[src/rtl/fetch_unit_if.sv]
// Bundle of memory, instruction-handoff and branch-resolution signals between
// the fetch unit (master) and its surrounding core/memory (slave).
interface fetch_unit_if #(
  parameter int ADDR_W = 9,
  parameter int DATA_W = 16
);
  // Handshakes: a read is outstanding while mem_cmd==01; it completes on the
  // cycle mem_ready=1. An instruction is offered while instr_valid=1 and is
  // consumed on the cycle instr_ack=1; instr stays stable until then.
  logic [1:0]        mem_cmd;
  logic [ADDR_W-1:0] mem_addr;
  logic [DATA_W-1:0] mem_rdata;
  logic              mem_ready;
  logic [DATA_W-1:0] instr;
  logic              instr_valid;
  logic              instr_ack;
  logic              br_req;
  logic [1:0]        br_kind;
  logic [2:0]        br_cond;
  logic              flag_n;
  logic              flag_v;
  logic              flag_z;
  logic [DATA_W-1:0] br_offset;
  logic [ADDR_W-1:0] br_target;
  logic [ADDR_W-1:0] link_pc;
  logic              link_valid;
  logic              halt;
  logic              halted;
  logic [ADDR_W-1:0] pc;
  logic              fetch_err;

  modport master (
    output mem_cmd, mem_addr, instr, instr_valid, link_pc, link_valid,
           halted, pc, fetch_err,
    input  mem_rdata, mem_ready, instr_ack, br_req, br_kind, br_cond,
           flag_n, flag_v, flag_z, br_offset, br_target, halt
  );

  modport slave (
    input  mem_cmd, mem_addr, instr, instr_valid, link_pc, link_valid,
           halted, pc, fetch_err,
    output mem_rdata, mem_ready, instr_ack, br_req, br_kind, br_cond,
           flag_n, flag_v, flag_z, br_offset, br_target, halt
  );
endinterface

[src/rtl/fetch_unit.sv]
// Single-issue instruction fetch: reads one word, holds it for the core, then
// resolves an optional branch/halt on acknowledge before fetching again.
module fetch_unit #(
  parameter int                ADDR_W   = 9,
  parameter int                DATA_W   = 16,
  parameter logic [ADDR_W-1:0] RESET_PC = '0,
  parameter int                MAX_WAIT = 7
) (
  input  logic          clk,
  input  logic          reset,
  fetch_unit_if.master  bus,
  output logic [2:0]    dbg_state_o
);

  localparam logic [2:0] ST_RESET = 3'd0;
  localparam logic [2:0] ST_FETCH = 3'd1;
  localparam logic [2:0] ST_WAIT  = 3'd2;
  localparam logic [2:0] ST_HOLD  = 3'd3;
  localparam logic [2:0] ST_HALT  = 3'd4;

  localparam int                CNT_W    = (MAX_WAIT < 1) ? 1 : $clog2(MAX_WAIT + 1);
  localparam logic [CNT_W-1:0] WAIT_LIM = CNT_W'(MAX_WAIT);

  logic [2:0]        state_q, state_d;
  logic [ADDR_W-1:0] pc_q, pc_d;
  logic [DATA_W-1:0] instr_q, instr_d;
  logic [CNT_W-1:0]  wait_cnt_q, wait_cnt_d;
  logic              fetch_err_q, fetch_err_d;
  logic [ADDR_W-1:0] link_pc_q, link_pc_d;
  logic              link_valid_q, link_valid_d;
  logic              br_taken;

  always_comb begin
    br_taken = 1'b0;
    unique case (bus.br_cond)
      3'b000:  br_taken = 1'b1;
      3'b001:  br_taken = bus.flag_z;
      3'b010:  br_taken = !bus.flag_z;
      3'b011:  br_taken = bus.flag_n ^ bus.flag_v;
      3'b100:  br_taken = (bus.flag_n ^ bus.flag_v) | bus.flag_z;
      default: br_taken = 1'b0;
    endcase
  end

  always_comb begin
    state_d      = state_q;
    pc_d         = pc_q;
    instr_d      = instr_q;
    wait_cnt_d   = wait_cnt_q;
    fetch_err_d  = fetch_err_q;
    link_pc_d    = link_pc_q;
    link_valid_d = 1'b0;
    unique case (state_q)
      ST_RESET: state_d = ST_FETCH;
      ST_FETCH: begin
        state_d    = ST_WAIT;
        wait_cnt_d = '0;
      end
      ST_WAIT: begin
        if (bus.mem_ready) begin
          instr_d = bus.mem_rdata;
          pc_d    = pc_q + ADDR_W'(1);
          state_d = ST_HOLD;
        end else if (wait_cnt_q == WAIT_LIM) begin
          fetch_err_d = 1'b1;
          state_d     = ST_HALT;
        end else begin
          wait_cnt_d = wait_cnt_q + CNT_W'(1);
        end
      end
      ST_HOLD: begin
        // halt wins over a simultaneous branch and leaves pc untouched
        if (bus.instr_ack) begin
          if (bus.halt) begin
            state_d = ST_HALT;
          end else begin
            state_d = ST_FETCH;
            if (bus.br_req && br_taken) begin
              pc_d = bus.br_kind[0] ? bus.br_target
                                    : pc_q + bus.br_offset[ADDR_W-1:0];
              if (bus.br_kind[1]) begin
                link_pc_d    = pc_q;
                link_valid_d = 1'b1;
              end
            end
          end
        end
      end
      ST_HALT: state_d = ST_HALT;
      default: state_d = ST_RESET;
    endcase
  end

  always_ff @(posedge clk or negedge reset) begin
    if (!reset) begin
      state_q      <= ST_RESET;
      pc_q         <= RESET_PC;
      instr_q      <= '0;
      wait_cnt_q   <= '0;
      fetch_err_q  <= 1'b0;
      link_pc_q    <= '0;
      link_valid_q <= 1'b0;
    end else begin
      state_q      <= state_d;
      pc_q         <= pc_d;
      instr_q      <= instr_d;
      wait_cnt_q   <= wait_cnt_d;
      fetch_err_q  <= fetch_err_d;
      link_pc_q    <= link_pc_d;
      link_valid_q <= link_valid_d;
    end
  end

  // mem_cmd decodes straight from state so an async reset drops the read at once
  assign bus.mem_cmd     = (state_q == ST_FETCH || state_q == ST_WAIT) ? 2'b01 : 2'b00;
  assign bus.mem_addr    = pc_q;
  assign bus.instr       = instr_q;
  assign bus.instr_valid = (state_q == ST_HOLD);
  assign bus.link_pc     = link_pc_q;
  assign bus.link_valid  = link_valid_q;
  assign bus.halted      = (state_q == ST_HALT);
  assign bus.pc          = pc_q;
  assign bus.fetch_err   = fetch_err_q;
  assign dbg_state_o     = state_q;

endmodule
[src/flat_wrapper.sv]
// flat-port wrapper written by rule: the top's interface ports become plain ports
module fetch_unit_flat 
#(
  parameter int                ADDR_W   = 9,
  parameter int                DATA_W   = 16,
  parameter logic [ADDR_W-1:0] RESET_PC = '0,
  parameter int                MAX_WAIT = 7
)
  (clk, reset, dbg_state_o, bus_mem_cmd, bus_mem_addr, bus_instr, bus_instr_valid, bus_link_pc, bus_link_valid, bus_halted, bus_pc, bus_fetch_err, bus_mem_rdata, bus_mem_ready, bus_instr_ack, bus_br_req, bus_br_kind, bus_br_cond, bus_flag_n, bus_flag_v, bus_flag_z, bus_br_offset, bus_br_target, bus_halt);
  fetch_unit_if #(.ADDR_W(ADDR_W), .DATA_W(DATA_W)) bus_i ();
  input  logic clk;
  input  logic reset;
  output logic [2:0] dbg_state_o;
  output wire logic [$bits(bus_i.mem_cmd)-1:0] bus_mem_cmd;
  output wire logic [$bits(bus_i.mem_addr)-1:0] bus_mem_addr;
  output wire logic [$bits(bus_i.instr)-1:0] bus_instr;
  output wire logic [$bits(bus_i.instr_valid)-1:0] bus_instr_valid;
  output wire logic [$bits(bus_i.link_pc)-1:0] bus_link_pc;
  output wire logic [$bits(bus_i.link_valid)-1:0] bus_link_valid;
  output wire logic [$bits(bus_i.halted)-1:0] bus_halted;
  output wire logic [$bits(bus_i.pc)-1:0] bus_pc;
  output wire logic [$bits(bus_i.fetch_err)-1:0] bus_fetch_err;
  input wire logic [$bits(bus_i.mem_rdata)-1:0] bus_mem_rdata;
  input wire logic [$bits(bus_i.mem_ready)-1:0] bus_mem_ready;
  input wire logic [$bits(bus_i.instr_ack)-1:0] bus_instr_ack;
  input wire logic [$bits(bus_i.br_req)-1:0] bus_br_req;
  input wire logic [$bits(bus_i.br_kind)-1:0] bus_br_kind;
  input wire logic [$bits(bus_i.br_cond)-1:0] bus_br_cond;
  input wire logic [$bits(bus_i.flag_n)-1:0] bus_flag_n;
  input wire logic [$bits(bus_i.flag_v)-1:0] bus_flag_v;
  input wire logic [$bits(bus_i.flag_z)-1:0] bus_flag_z;
  input wire logic [$bits(bus_i.br_offset)-1:0] bus_br_offset;
  input wire logic [$bits(bus_i.br_target)-1:0] bus_br_target;
  input wire logic [$bits(bus_i.halt)-1:0] bus_halt;
  assign bus_mem_cmd = bus_i.mem_cmd;
  assign bus_mem_addr = bus_i.mem_addr;
  assign bus_instr = bus_i.instr;
  assign bus_instr_valid = bus_i.instr_valid;
  assign bus_link_pc = bus_i.link_pc;
  assign bus_link_valid = bus_i.link_valid;
  assign bus_halted = bus_i.halted;
  assign bus_pc = bus_i.pc;
  assign bus_fetch_err = bus_i.fetch_err;
  assign bus_i.mem_rdata = bus_mem_rdata;
  assign bus_i.mem_ready = bus_mem_ready;
  assign bus_i.instr_ack = bus_instr_ack;
  assign bus_i.br_req = bus_br_req;
  assign bus_i.br_kind = bus_br_kind;
  assign bus_i.br_cond = bus_br_cond;
  assign bus_i.flag_n = bus_flag_n;
  assign bus_i.flag_v = bus_flag_v;
  assign bus_i.flag_z = bus_flag_z;
  assign bus_i.br_offset = bus_br_offset;
  assign bus_i.br_target = bus_br_target;
  assign bus_i.halt = bus_halt;
  fetch_unit #(.ADDR_W(ADDR_W), .DATA_W(DATA_W), .RESET_PC(RESET_PC), .MAX_WAIT(MAX_WAIT)) u_core (.clk(clk), .reset(reset), .bus(bus_i), .dbg_state_o(dbg_state_o));
endmodule
[config.mk]
export PLATFORM = sky130hd
export DESIGN_NAME = fetch_unit_flat
export DESIGN_NICKNAME = d
export VERILOG_FILES = /design/src/rtl/fetch_unit_if.sv /design/src/rtl/fetch_unit.sv /design/src/flat_wrapper.sv
export SDC_FILE = /design/constraint.sdc
export NUM_CORES = 1
export LEC_CHECK = 0
export CAP_MARGIN = 20
export CELL_PAD_IN_SITES_DETAIL_PLACEMENT = 1
export CELL_PAD_IN_SITES_GLOBAL_PLACEMENT = 2
export CORE_MARGIN = 4
export CORE_UTILIZATION = 27
export DETAILED_ROUTE_END_ITERATION = 6
export HOLD_SLACK_MARGIN = 0.12
export PLACE_DENSITY_LB_ADDON = 0.1
export REMOVE_ABC_BUFFERS = 1
export SLEW_MARGIN = 20
export SYNTH_ARGS = -nofsm -noshare
export SYNTH_HDL_FRONTEND = slang
export SYNTH_SLANG_ARGS = --single-unit
[constraint.sdc]
create_clock -name clk -period 4.8 [get_ports clk]
set_clock_uncertainty 0.2 [all_clocks]
set_input_delay 0.48 -clock clk [delete_from_list [all_inputs] [get_ports clk]]
set_output_delay 0.48 -clock clk [all_outputs]
set_load 0.005 [all_outputs]
==> insert_results.sql, run 1 <==
INSERT INTO impl_metrics (metric_group, metric, value, unit) VALUES
('cells_and_area', 'finalNonFillerCells', '498', ''),
('place', 'detailed_place_hpwl', '5880', 'microns'),
('place', 'buffer_ports.inserted', '98', ''),
('run', 'maxCapViolations', '0', ''),
('cells_and_area', 'drive_gt1_share', '8.67', '%'),
('sta', 'totalNegativeSetupSlack', '0', 'ps'),
('synth', 'synth_top_cells_by_area', 'dfrtp_1 (40%), nand2_1 (8.8%), ha_1 (5.2%)', ''),
('routing', 'dr.first_iter.drc_count', '71', ''),
('die', 'die_y', '107', 'microns'),
('synth', 'post-synth-top-area-fraction', '39.7', '%'),
('power_and_ir_drop', 'total_leakage_power', '0.00163', 'uW'),
('clocking', 'cts_buffer_depth', '2', ''),
('sta', 'pin_slew_with_the_least_headroom_to_its_limit', '894', 'ps'),
('cells_and_area', 'multi_input_area', '1420', 'sq um'),
('clocking', 'tritoncts', 'built', ''),
('setup_path', 'cp.required', '4120', 'ps'),
('synth', 'yosysSeqAreaShare', '39.7', '%'),
('routing', 'drt_wl_total', '7780', 'microns'),
('sta', 'post-route-period-util', '59.5', '%'),
('global_routing', 'grt_max_degree', '43', ''),
('power_and_ir_drop', 'ir_worst_vdd', '0.216', 'mV'),
('outcome', 'result_of_the_run', 'completed', ''),
('routing', 'route.detailed.vias_per_inst', '4.81', ''),
('die', 'floorplan.io_pins', '107', ''),
('setup_path', 'crit_fanout', '16', ''),
('cells_and_area', 'antenna-diode-count', '0', ''),
('global_routing', 'grt_pass1_vias', '2528', ''),
('clocking', 'number_of_h_tree_levels', '2', ''),
('synth', 'number_of_synthesized_flops_with_an_enable_pin', '0', ''),
('clocking', 'clock_sinks', '42', ''),
('setup_path', 'cp-start-kind', 'flop', ''),
('global_routing', 'grt_overflow_total', '0', ''),
('clocking', 'worst_setup_hold_path_clk_slew', '80', 'ps'),
('sta', 'endpoints_failing_setup', '0', ''),
('place', 'gpl.final_weighted_congestion', '0.746', ''),
('synth', 'unique_masters_post_synth', '60', ''),
('synth', 'ys.flop_type', 'dfrtp_1', ''),
('routing', 'dr.pass1.iters', '4', ''),
('synth', 'postSynth.asyncResetShare', '100', '%'),
('min_path', 'worst_hold_path_type', 'flop to flop', ''),
('setup_path', 'kind_of_end_point_of_the_critical_path', 'output port', ''),
('die', 'std_cell_rows', '35', ''),
('synth', 'summed_instance_area_of_the_synthesized_netlist', '2650', 'sq um'),
('synth', 'syn-instance-count', '286', ''),
('die', 'die_width', '107', 'microns'),
('global_routing', 'grt_use_total', '14.0', '%'),
('sta', 'rsz0062_at_grt', 'false', ''),
('cells_and_area', 'nets', '437', ''),
('sta', 'max_clock_freq', '350', 'MHz'),
('clocking', 'postCtsSetupRepairBufs', '0', ''),
('routing', 'detail-route-antenna-nets', '0', ''),
('synth', 'postSynthAreaPerCell', '9.26', 'sq um'),
('synth', 'netlist.top_cell.by_area', 'dfrtp_1', ''),
('setup_path', 'cp-startpoint', 'u_core.dbg_state_o[1]', ''),
('cells_and_area', 'fillerInstances', '1071', ''),
('die', 'initial_utilization', '28.1', '%'),
('routing', 'post-route-drc-count', '0', ''),
('sta', 'slew_violations', '0', ''),
('die', 'fp.dieArea', '11500', 'sq um'),
('routing', 'dr_total_vias', '2395', ''),
('cells_and_area', 'seq_area', '1050', 'sq um'),
('place', 'place_inst', '491', ''),
('global_routing', 'grt_antenna_before_repair', '0', ''),
('synth', 'flops_latches_synth', '42', ''),
('min_path', 'hold_path_startpoint', 'u_core.bus.instr[4]', ''),
('clocking', 'cts_buffers', '5', ''),
('die', 'core-area', '9420', 'sq um'),
('global_routing', 'global_route_wire_length_before_repair', '13000', 'microns'),
('setup_path', 'r2r-start', 'u_core.bus.mem_addr[0]', ''),
('sta', 'finalCriticalPeriod', '2860', 'ps'),
('routing', 'routedWlPerCell', '15.6', 'microns'),
('setup_path', 'worstPathArrival', '2180', 'ps'),
('setup_path', 'critical_path_type', 'flop to output port', ''),
('power_and_ir_drop', 'power_density', '530', 'nW/um^2'),
('sta', 'finalHoldViolCount', '0', ''),
('clocking', 'root_buffer', 'clkbuf_8', ''),
('clocking', 'insertion_delay', '280', 'ps'),
('cells_and_area', 'areaGrowthSynthToFinish', '41.2', '%'),
('sta', 'max_slew_margin', '40.4', '%'),
('synth', 'ys_warn_count', '0', '');
[worst max-delay path, stage by stage (launching register included)]
cell             delay [ps]
dfrtp_1                 670
nand3b_4                300
inv_2                   340
clkdlybuf4s50_1         580
[per-layer routing]
metal | wire length, microns | up-vias | GRT usage [%]
met5 | 0 | - | 0
met2 | 3620 | 61 | 23.0
met1 | 3700 | 1155 | 19.1
met4 | 13 | 0 | 1.64
met3 | 453 | 2 | 3.73
li1 | - | 1177 | -
[power breakdown]
part | leakage (uW) | switching, uW | internal, uW | total [uW]
combinational | 0.00105 | 468 | 612 | 1080
clock | 0.0000431 | 115 | 111 | 226
sequential | 0.000537 | 176 | 501 | 677
[timing repair]
action | 4_1_cts | 5_1_grt
endpoints found under the hold margin | 0 | 42
gates resized for setup | 0 | 0
hold buffers | 0 | 1
[synthesized netlist by cell type (2+ instances only)]
cell / instances
a21o_1: 2
a22oi_1: 2
xnor2_1: 2
a21oi_1: 13
o32a_1: 2
or3_1: 5
and3b_1: 2
inv_1: 6
buf_6: 3
o22ai_1: 5
a211oi_1: 4
or2_2: 2
ha_1: 11
buf_2: 6
nand2b_1: 4
nor2_1: 12
nand2_1: 62
clkbuf_1: 4
mux2i_1: 5
nand4_1: 2
nor3_1: 5
o31ai_1: 2
nor2b_1: 3
nor3b_1: 7
buf_4: 10
a311oi_1: 2
or4_1: 2
nand3b_1: 2
o21ai_0: 14
nand3_1: 4
mux2_2: 11
dfrtp_1: 42
[path summary, 6_finish.rpt]
path,end,slack (ps),cells past startpoint
setup / recovery,bus_instr_valid,1940,3
hold / removal,u_core.bus.instr[4],270,2
setup reg to reg,u_core.bus.mem_addr[6],2270,7
hold reg to reg,u_core.bus.instr[4],270,2
max in group asynchronous,u_core.bus.instr[0],3480,2
min in group asynchronous,u_core.bus.link_pc[8],530,2
[through the flow]
stage / hold slack (ps) / setup slack (ps) / instance area (sq um) / utilization (%) / power (uW)
global placement: 258 / 1910 / 3640 / 38.7 / 1770
floorplan: -15.6 / 2050 / 2490 / - / 1180
global route: 312 / 1800 / 3740 / 39.7 / 2180
finish: 274 / 1940 / 3740 / 39.7 / 1980
detailed placement: 257 / 1880 / 3640 / 38.7 / 1790
CTS: 194 / 1930 / 3730 / 39.6 / 2030
[final cells by class]
class | count | share of cell area (%)
Clock buffer | 6 | 2.21
Sequential cell | 42 | 28.1
Timing Repair Buffer | 100 | 26.6
Multi-Input combinational cell | 214 | 38.0
Inverter | 7 | 0.703
Tap cell | 129 | 4.32
[cell families after synthesis]
logic type / Yosys count / share of synthesized area (%)
XOR/XNOR: 3 / 0.992
AO/OA/AOI/OAI: 63 / 17.3
multiplexers: 16 / 6.57
adder cells (fa/ha/maj): 12 / 5.95
buffers and inverters: 30 / 6.80
AND/OR/NAND/NOR: 119 / 22.5
flip-flops: 42 / 39.7
other: 1 / 0.142
[flip-flops by register name, summed over array words and instances, names as in the netlist]
signal,cells
u_core.bus.mem_addr,9
u_core.wait_cnt_q,3
u_core.dbg_state_o,3
u_core.bus.link_valid,1
u_core.bus.fetch_err,1
u_core.bus.link_pc,9
u_core.bus.instr,16
[cells in the final DEF (no fill, tap or decap), drive strengths merged, types with 2 or more instances in the layout]
cell           instances
nand3                  5
o31ai                  3
nand3b                 3
or3                    5
nor3b                  7
nor2b                  3
nor2                  12
xnor2                  2
clkdlybuf4s50         97
nand4                  2
inv                    7
o21ai                 15
a21o                   2
a21oi                 14
a211oi                 5
a22oi                  2
mux2                  11
buf                    2
dfrtp                 42
or2                    2
nor3                   5
or4                    2
nand2b                 5
ha                    11
mux2i                  5
o22ai                  5
nand2                 62
a311oi                 2
clkbuf                 6
o32a                   2
and3b                  2
(Power assumes the default switching activity.)
==> inputs of run 2 (changes only) <==
--- a/config.mk
+++ b/config.mk
@@ -9,7 +9,7 @@
 export CELL_PAD_IN_SITES_DETAIL_PLACEMENT = 1
 export CELL_PAD_IN_SITES_GLOBAL_PLACEMENT = 2
 export CORE_MARGIN = 4
-export CORE_UTILIZATION = 27
+export CORE_UTILIZATION = 22
 export DETAILED_ROUTE_END_ITERATION = 6
 export HOLD_SLACK_MARGIN = 0.12
 export PLACE_DENSITY_LB_ADDON = 0.1
==> constraint.sdc (replaced) <==
create_clock -name clk -period 2.35 [get_ports clk]
set_clock_uncertainty 0.2 [all_clocks]
set_input_delay 0.235 -clock clk [delete_from_list [all_inputs] [get_ports clk]]
set_output_delay 0.235 -clock clk [all_outputs]
set_load 0.005 [all_outputs]
==> insert_results.sql, run 2 (same netlist as run 1, synthesis figures left out) <==
INSERT INTO impl_metrics (metric_group, metric, value, unit) VALUES
('cells_and_area', 'layout.cells.most_common_list', 'clkdlybuf4s50_1 (97), nand2_1 (62), dfrtp_1 (41), buf_4 (32), o21ai_0 (14)', ''),
('cells_and_area', 'nets', '470', ''),
('power_and_ir_drop', 'power_density', '1150', 'nW/um^2'),
('place', 'gpl.final_weighted_congestion', '0.750', ''),
('global_routing', 'grt_pass1_vias', '2801', ''),
('sta', 'max_clock_freq', '448', 'MHz'),
('die', 'std_cell_rows', '39', ''),
('die', 'core-area', '11600', 'sq um'),
('die', 'initial_utilization', '22.8', '%'),
('clocking', 'worst_setup_hold_path_clk_slew', '60', 'ps'),
('run', 'maxCapViolations', '0', ''),
('clocking', 'cts_buffer_depth', '2', ''),
('place', 'place_inst', '538', ''),
('sta', 'totalNegativeSetupSlack', '0', 'ps'),
('routing', 'dr.pass1.iters', '4', ''),
('sta', 'finalCriticalPeriod', '2230', 'ps'),
('setup_path', 'crit_fanout', '10', ''),
('global_routing', 'grt_antenna_before_repair', '0', ''),
('sta', 'post-route-period-util', '94.9', '%'),
('cells_and_area', 'antenna-diode-count', '0', ''),
('cells_and_area', 'finalNonFillerCells', '547', ''),
('routing', 'drt_wl_total', '8900', 'microns'),
('routing', 'routedWlPerCell', '16.3', 'microns'),
('min_path', 'worst_hold_path_type', 'input pin to asynchronous set/reset pin', ''),
('routing', 'detail-route-antenna-nets', '0', ''),
('clocking', 'insertion_delay', '280', 'ps'),
('setup_path', 'cp-start-kind', 'flop', ''),
('routing', 'dr_total_vias', '2535', ''),
('setup_path', 'kind_of_end_point_of_the_critical_path', 'output port', ''),
('cells_and_area', 'areaGrowthSynthToFinish', '55.1', '%'),
('global_routing', 'groute.layer.met3.usage', '4.28', '%'),
('clocking', 'cts_buffers', '5', ''),
('global_routing', 'grt_overflow_total', '0', ''),
('die', 'die_y', '118', 'microns'),
('place', 'detailed_place_hpwl', '6950', 'microns'),
('routing', 'route.detailed.vias_per_inst', '4.63', ''),
('place', 'buffer_ports.inserted', '98', ''),
('die', 'die_width', '118', 'microns'),
('cells_and_area', 'drive_gt1_share', '16.3', '%'),
('place', 'place_ws', '-119', 'ps'),
('cells_and_area', 'final_core_utilization', '35.4', '%'),
('global_routing', 'met1_usage', '16.3', '%'),
('clocking', 'root_buffer', 'clkbuf_16', ''),
('setup_path', 'worstPathArrival', '1800', 'ps'),
('sta', 'setup_slack', '120', 'ps'),
('global_routing', 'global_route_wire_length_before_repair', '14900', 'microns'),
('cells_and_area', 'number_of_flip_flops_in_the_largest_register', '16', ''),
('sta', 'rsz0062_at_grt', 'false', ''),
('cells_and_area', 'layout_commonest_cell', 'clkdlybuf4s50_1', ''),
('global_routing', 'gr-max-usage-layer', 'met2', ''),
('sta', 'endpoints_failing_setup', '0', ''),
('global_routing', 'grt_use_total', '13.0', '%'),
('sta', 'slew_violations', '0', ''),
('setup_path', 'cp.required', '1910', 'ps'),
('global_routing', 'grtUsageMet2', '21.8', '%'),
('power_and_ir_drop', 'total_power', '4730', 'uW'),
('clocking', 'tritoncts', 'built', ''),
('outcome', 'result_of_the_run', 'completed', ''),
('cells_and_area', 'fillerInstances', '1357', ''),
('setup_path', 'critical_path_type', 'flop to output port', ''),
('clocking', 'clock_sinks', '42', ''),
('power_and_ir_drop', 'ir_worst_vdd', '0.363', 'mV'),
('global_routing', 'grt_max_degree', '43', ''),
('clocking', 'number_of_h_tree_levels', '2', ''),
('routing', 'post-route-drc-count', '0', ''),
('die', 'floorplan.io_pins', '107', ''),
('die', 'fp.dieArea', '13900', 'sq um'),
('sta', 'finalHoldViolCount', '0', ''),
('power_and_ir_drop', 'total_leakage_power', '0.00183', 'uW'),
('routing', 'dr.first_iter.drc_count', '117', '');
==> run 2: layer usage <==
metal | vias up | routed length (microns) | part of all wire, %
met2 | 80 | 4260 | 48
met5 | - | 0 | 0
li1 | 1235 | - | -
met3 | 10 | 555 | 6.2
met1 | 1210 | 3980 | 45
met4 | 0 | 114 | 1.3
==> run 2: critical path: stages, from the launching register on <==
cell,delay [ps]
dfrtp_2,450
buf_4,190
nand2b_1,160
a21oi_1,180
clkdlybuf4s50_1,540
==> run 2: timing repair <==
item	in CTS	in global routing
hold buffers	1	0
buffers inserted	0	0
gates resized for setup	0	1
hold endpoints to repair	42	0
endpoints found under the setup margin	0	2
==> run 2: cell type report <==
class	instances	area, sq um	area share (%)
Sequential cell	42	1050	25.6
Clock buffer	7	133	3.23
Clock inverter	1	30.0	0.731
Inverter	7	26.3	0.639
Multi-Input combinational cell	214	1420	34.6
Tap cell	143	179	4.35
Timing Repair Buffer	133	1270	30.8
==> run 2: path summary, 6_finish.rpt <==
kind / startpoint / endpoint / slack [ps] / cells after the start
worst max-delay path: u_core.dbg_state_o[1] / bus_mem_cmd[0] / 120 / 4
worst min-delay path: reset / u_core.bus.fetch_err / 260 / 3
worst max register to register: u_core.bus.mem_addr[0] / u_core.bus.mem_addr[8] / 180 / 7
worst min register to register: u_core.bus.fetch_err / u_core.bus.fetch_err / 270 / 1
max in group asynchronous: reset / u_core.dbg_state_o[1] / 1460 / 3
min in group clk: u_core.bus.fetch_err / u_core.bus.fetch_err / 270 / 1
==> run 2: per-stage QoR <==
step	hold WS (ps)	cell area, sq um
2_1_floorplan	-261	2490
3_5_place_dp	42.9	3940
5_1_grt	278	4110
3_3_place_gp	37.6	3940
6_report	265	4110
4_1_cts	274	4110
==> run 2: power breakdown <==
group          switching, uW  leakage [uW]  internal (uW)
registers                210      0.000536           1030
clock network            279     0.0000781            503
logic                   1210       0.00122           1500
==> inputs of run 3 (changes only) <==
--- a/config.mk
+++ b/config.mk
@@ -8,10 +8,11 @@
 export CAP_MARGIN = 20
 export CELL_PAD_IN_SITES_DETAIL_PLACEMENT = 1
 export CELL_PAD_IN_SITES_GLOBAL_PLACEMENT = 2
-export CORE_MARGIN = 4
+export CORE_MARGIN = 1
 export CORE_UTILIZATION = 22
 export DETAILED_ROUTE_END_ITERATION = 6
 export HOLD_SLACK_MARGIN = 0.12
+export MAX_ROUTING_LAYER = met4
 export PLACE_DENSITY_LB_ADDON = 0.1
 export REMOVE_ABC_BUFFERS = 1
 export SLEW_MARGIN = 20
==> insert_results.sql, run 3 (same netlist as run 1, synthesis figures left out) <==
INSERT INTO impl_metrics (metric_group, metric, value, unit) VALUES
('outcome', 'result_of_the_run', 'finished with violations', ''),
('outcome', 'failed_checks', 'design-rule violations', ''),
('power_and_ir_drop', 'share_clk_of_total_power', '17.1', '%'),
('clocking', 'clock_sinks', '42', ''),
('clocking', 'tritoncts', 'built', ''),
('setup_path', 'kind_of_end_point_of_the_critical_path', 'output port', ''),
('power_and_ir_drop', 'switching_share', '36.0', '%'),
('place', 'detailed_place_hpwl', '6490', 'microns'),
('sta', 'totalNegativeSetupSlack', '0', 'ps'),
('min_path', 'worst_hold_path_type', 'input pin to flop', ''),
('clocking', 'number_of_h_tree_levels', '2', ''),
('die', 'initial_utilization', '22.9', '%'),
('setup_path', 'crit_fanout', '16', ''),
('cells_and_area', 'antenna-diode-count', '0', ''),
('clocking', 'root_buffer', 'clkbuf_16', ''),
('cells_and_area', 'layout_commonest_cell', 'clkdlybuf4s50_1', ''),
('clocking', 'worst_setup_hold_path_clk_slew', '70', 'ps'),
('global_routing', 'grt_pass1_vias', '2746', ''),
('cells_and_area', 'number_of_flip_flops_in_the_largest_register', '16', ''),
('global_routing', 'grt_antenna_before_repair', '0', ''),
('routing', 'dr.first_iter.drc_count', '65', ''),
('sta', 'fin_worst_hold_slack', '271', 'ps'),
('power_and_ir_drop', 'internal-power', '3000', 'uW'),
('setup_path', 'critical_path_type', 'flop to output port', ''),
('clocking', 'postCtsSetupRepairBufs', '0', ''),
('routing', 'detail-route-antenna-nets', '0', ''),
('global_routing', 'grt_overflow_total', '0', ''),
('routing', 'dr.pass1.iters', '6', ''),
('die', 'core-area', '11600', 'sq um'),
('sta', 'slew_violations', '0', ''),
('sta', 'finalCriticalPeriod', '2230', 'ps'),
('clocking', 'cts_buffer_depth', '2', ''),
('cells_and_area', 'fillerInstances', '1350', ''),
('place', 'gpl.final_weighted_congestion', '0.756', ''),
('sta', 'rsz0062_at_grt', 'false', ''),
('cells_and_area', 'nets', '467', ''),
('die', 'fp.dieArea', '12500', 'sq um'),
('sta', 'post-route-period-util', '94.8', '%'),
('sta', 'finalHoldViolCount', '0', ''),
('global_routing', 'global_route_wire_length_before_repair', '14100', 'microns'),
('sta', 'endpoints_failing_setup', '0', ''),
('global_routing', 'grt_max_degree', '43', ''),
('power_and_ir_drop', 'total_leakage_power', '0.00181', 'uW'),
('setup_path', 'cp.required', '1910', 'ps'),
('place', 'buffer_ports.inserted', '98', ''),
('routing', 'drt_wl_total', '8380', 'microns'),
('cells_and_area', 'final_core_utilization', '35.2', '%'),
('cells_and_area', 'post-route-cell-area', '4070', 'sq um'),
('routing', 'dr_total_vias', '2533', ''),
('die', 'floorplan.io_pins', '107', ''),
('cells_and_area', 'finalNonFillerCells', '544', ''),
('setup_path', 'worstPathArrival', '1790', 'ps'),
('power_and_ir_drop', 'power_density', '1150', 'nW/um^2'),
('place', 'place_inst', '535', ''),
('clocking', 'cts_buffers', '5', ''),
('die', 'die_width', '112', 'microns'),
('die', 'die_y', '112', 'microns'),
('place', 'placement.cell_area', '3890', 'sq um'),
('sta', 'max_slew_margin', '62.1', '%'),
('routing', 'routedWlPerCell', '15.4', 'microns'),
('global_routing', 'grt_use_total', '14.7', '%'),
('setup_path', 'cp-start-kind', 'flop', ''),
('routing', 'post-route-drc-count', '10', ''),
('run', 'maxCapViolations', '0', ''),
('routing', 'route.detailed.vias_per_inst', '4.66', ''),
('power_and_ir_drop', 'p_switching', '1690', 'uW'),
('power_and_ir_drop', 'ir_worst_vdd', '0.393', 'mV'),
('sta', 'max_clock_freq', '449', 'MHz'),
('power_and_ir_drop', 'power_frac_comb', '56.4', '%'),
('cells_and_area', 'drive_gt1_share', '16.0', '%'),
('die', 'std_cell_rows', '39', ''),
('cells_and_area', 'layout.cells.most_common_list', 'clkdlybuf4s50_1 (97), nand2_1 (62), dfrtp_1 (42), buf_4 (31), o21ai_0 (14)', ''),
('sta', 'pin_slew_with_the_least_headroom_to_its_limit', '569', 'ps'),
('power_and_ir_drop', 'seq_power_share', '26.5', '%'),
('cells_and_area', 'areaGrowthSynthToFinish', '53.7', '%'),
('clocking', 'insertion_delay', '280', 'ps');
-- run 3: path summary, 6_finish.rpt --
check	start	end	slack, ps	cells after the start
max	u_core.dbg_state_o[2]	bus_instr_valid	120	3
min	bus_mem_rdata[6]	u_core.bus.instr[6]	270	3
max reg2reg	u_core.bus.mem_addr[0]	u_core.bus.mem_addr[6]	200	7
min reg2reg	u_core.bus.instr[1]	u_core.bus.instr[1]	280	2
max in group asynchronous	reset	u_core.wait_cnt_q[2]	1190	3
min in group asynchronous	reset	u_core.bus.link_pc[8]	360	3
-- run 3: area by class of cell --
cell class / instances / area, sq um / area share (%)
sequential: 42 / 1050 / 25.8
multi-input combinational: 214 / 1420 / 35.0
timing repair buffer: 130 / 1220 / 29.9
clock inverter: 3 / 45.0 / 1.11
inverter: 7 / 28.8 / 0.707
tap: 143 / 179 / 4.40
clock buffer: 5 / 125 / 3.07
-- run 3: worst max-delay path, cell delays in order (launching register included) --
cell and delay, ps:
dfrtp_1 450, nand3b_4 270, inv_4 240, clkdlybuf4s50_1 550
-- run 3: what timing repair did --
item	4_1_cts	5_1_grt
hold buffers	1	0
hold endpoints to repair	42	0
gates resized for setup	1	1
endpoints found under the setup margin	1	2
-- run 3: stage by stage --
stage	total power (uW)	setup WS [ps]
finish	4690	123
global route	5110	13.0
CTS	4790	87.0
detailed placement	3950	-152
global placement	3940	-108
floorplan	2410	-402
-- run 3: routing by layer --
metal	track usage [%]	routed length, microns	vias up	share of wire, %
met5	-	0	-	0
met4	2.70	53	0	0.63
met3	2.61	374	4	4.5
met2	24.1	3950	57	47
met1	19.0	4000	1236	48
li1	-	-	1236	-
-- run 3: power groups by stage --
stage / Clock [uW] / Combinational (uW) / Sequential (uW)
2_1_floorplan: 0 / 1040 / 1370
3_3_place_gp: 0 / 2680 / 1260
3_5_place_dp: 0 / 2690 / 1270
4_1_cts: 830 / 2710 / 1250
5_1_grt: 855 / 2960 / 1300
6_report: 801 / 2650 / 1240
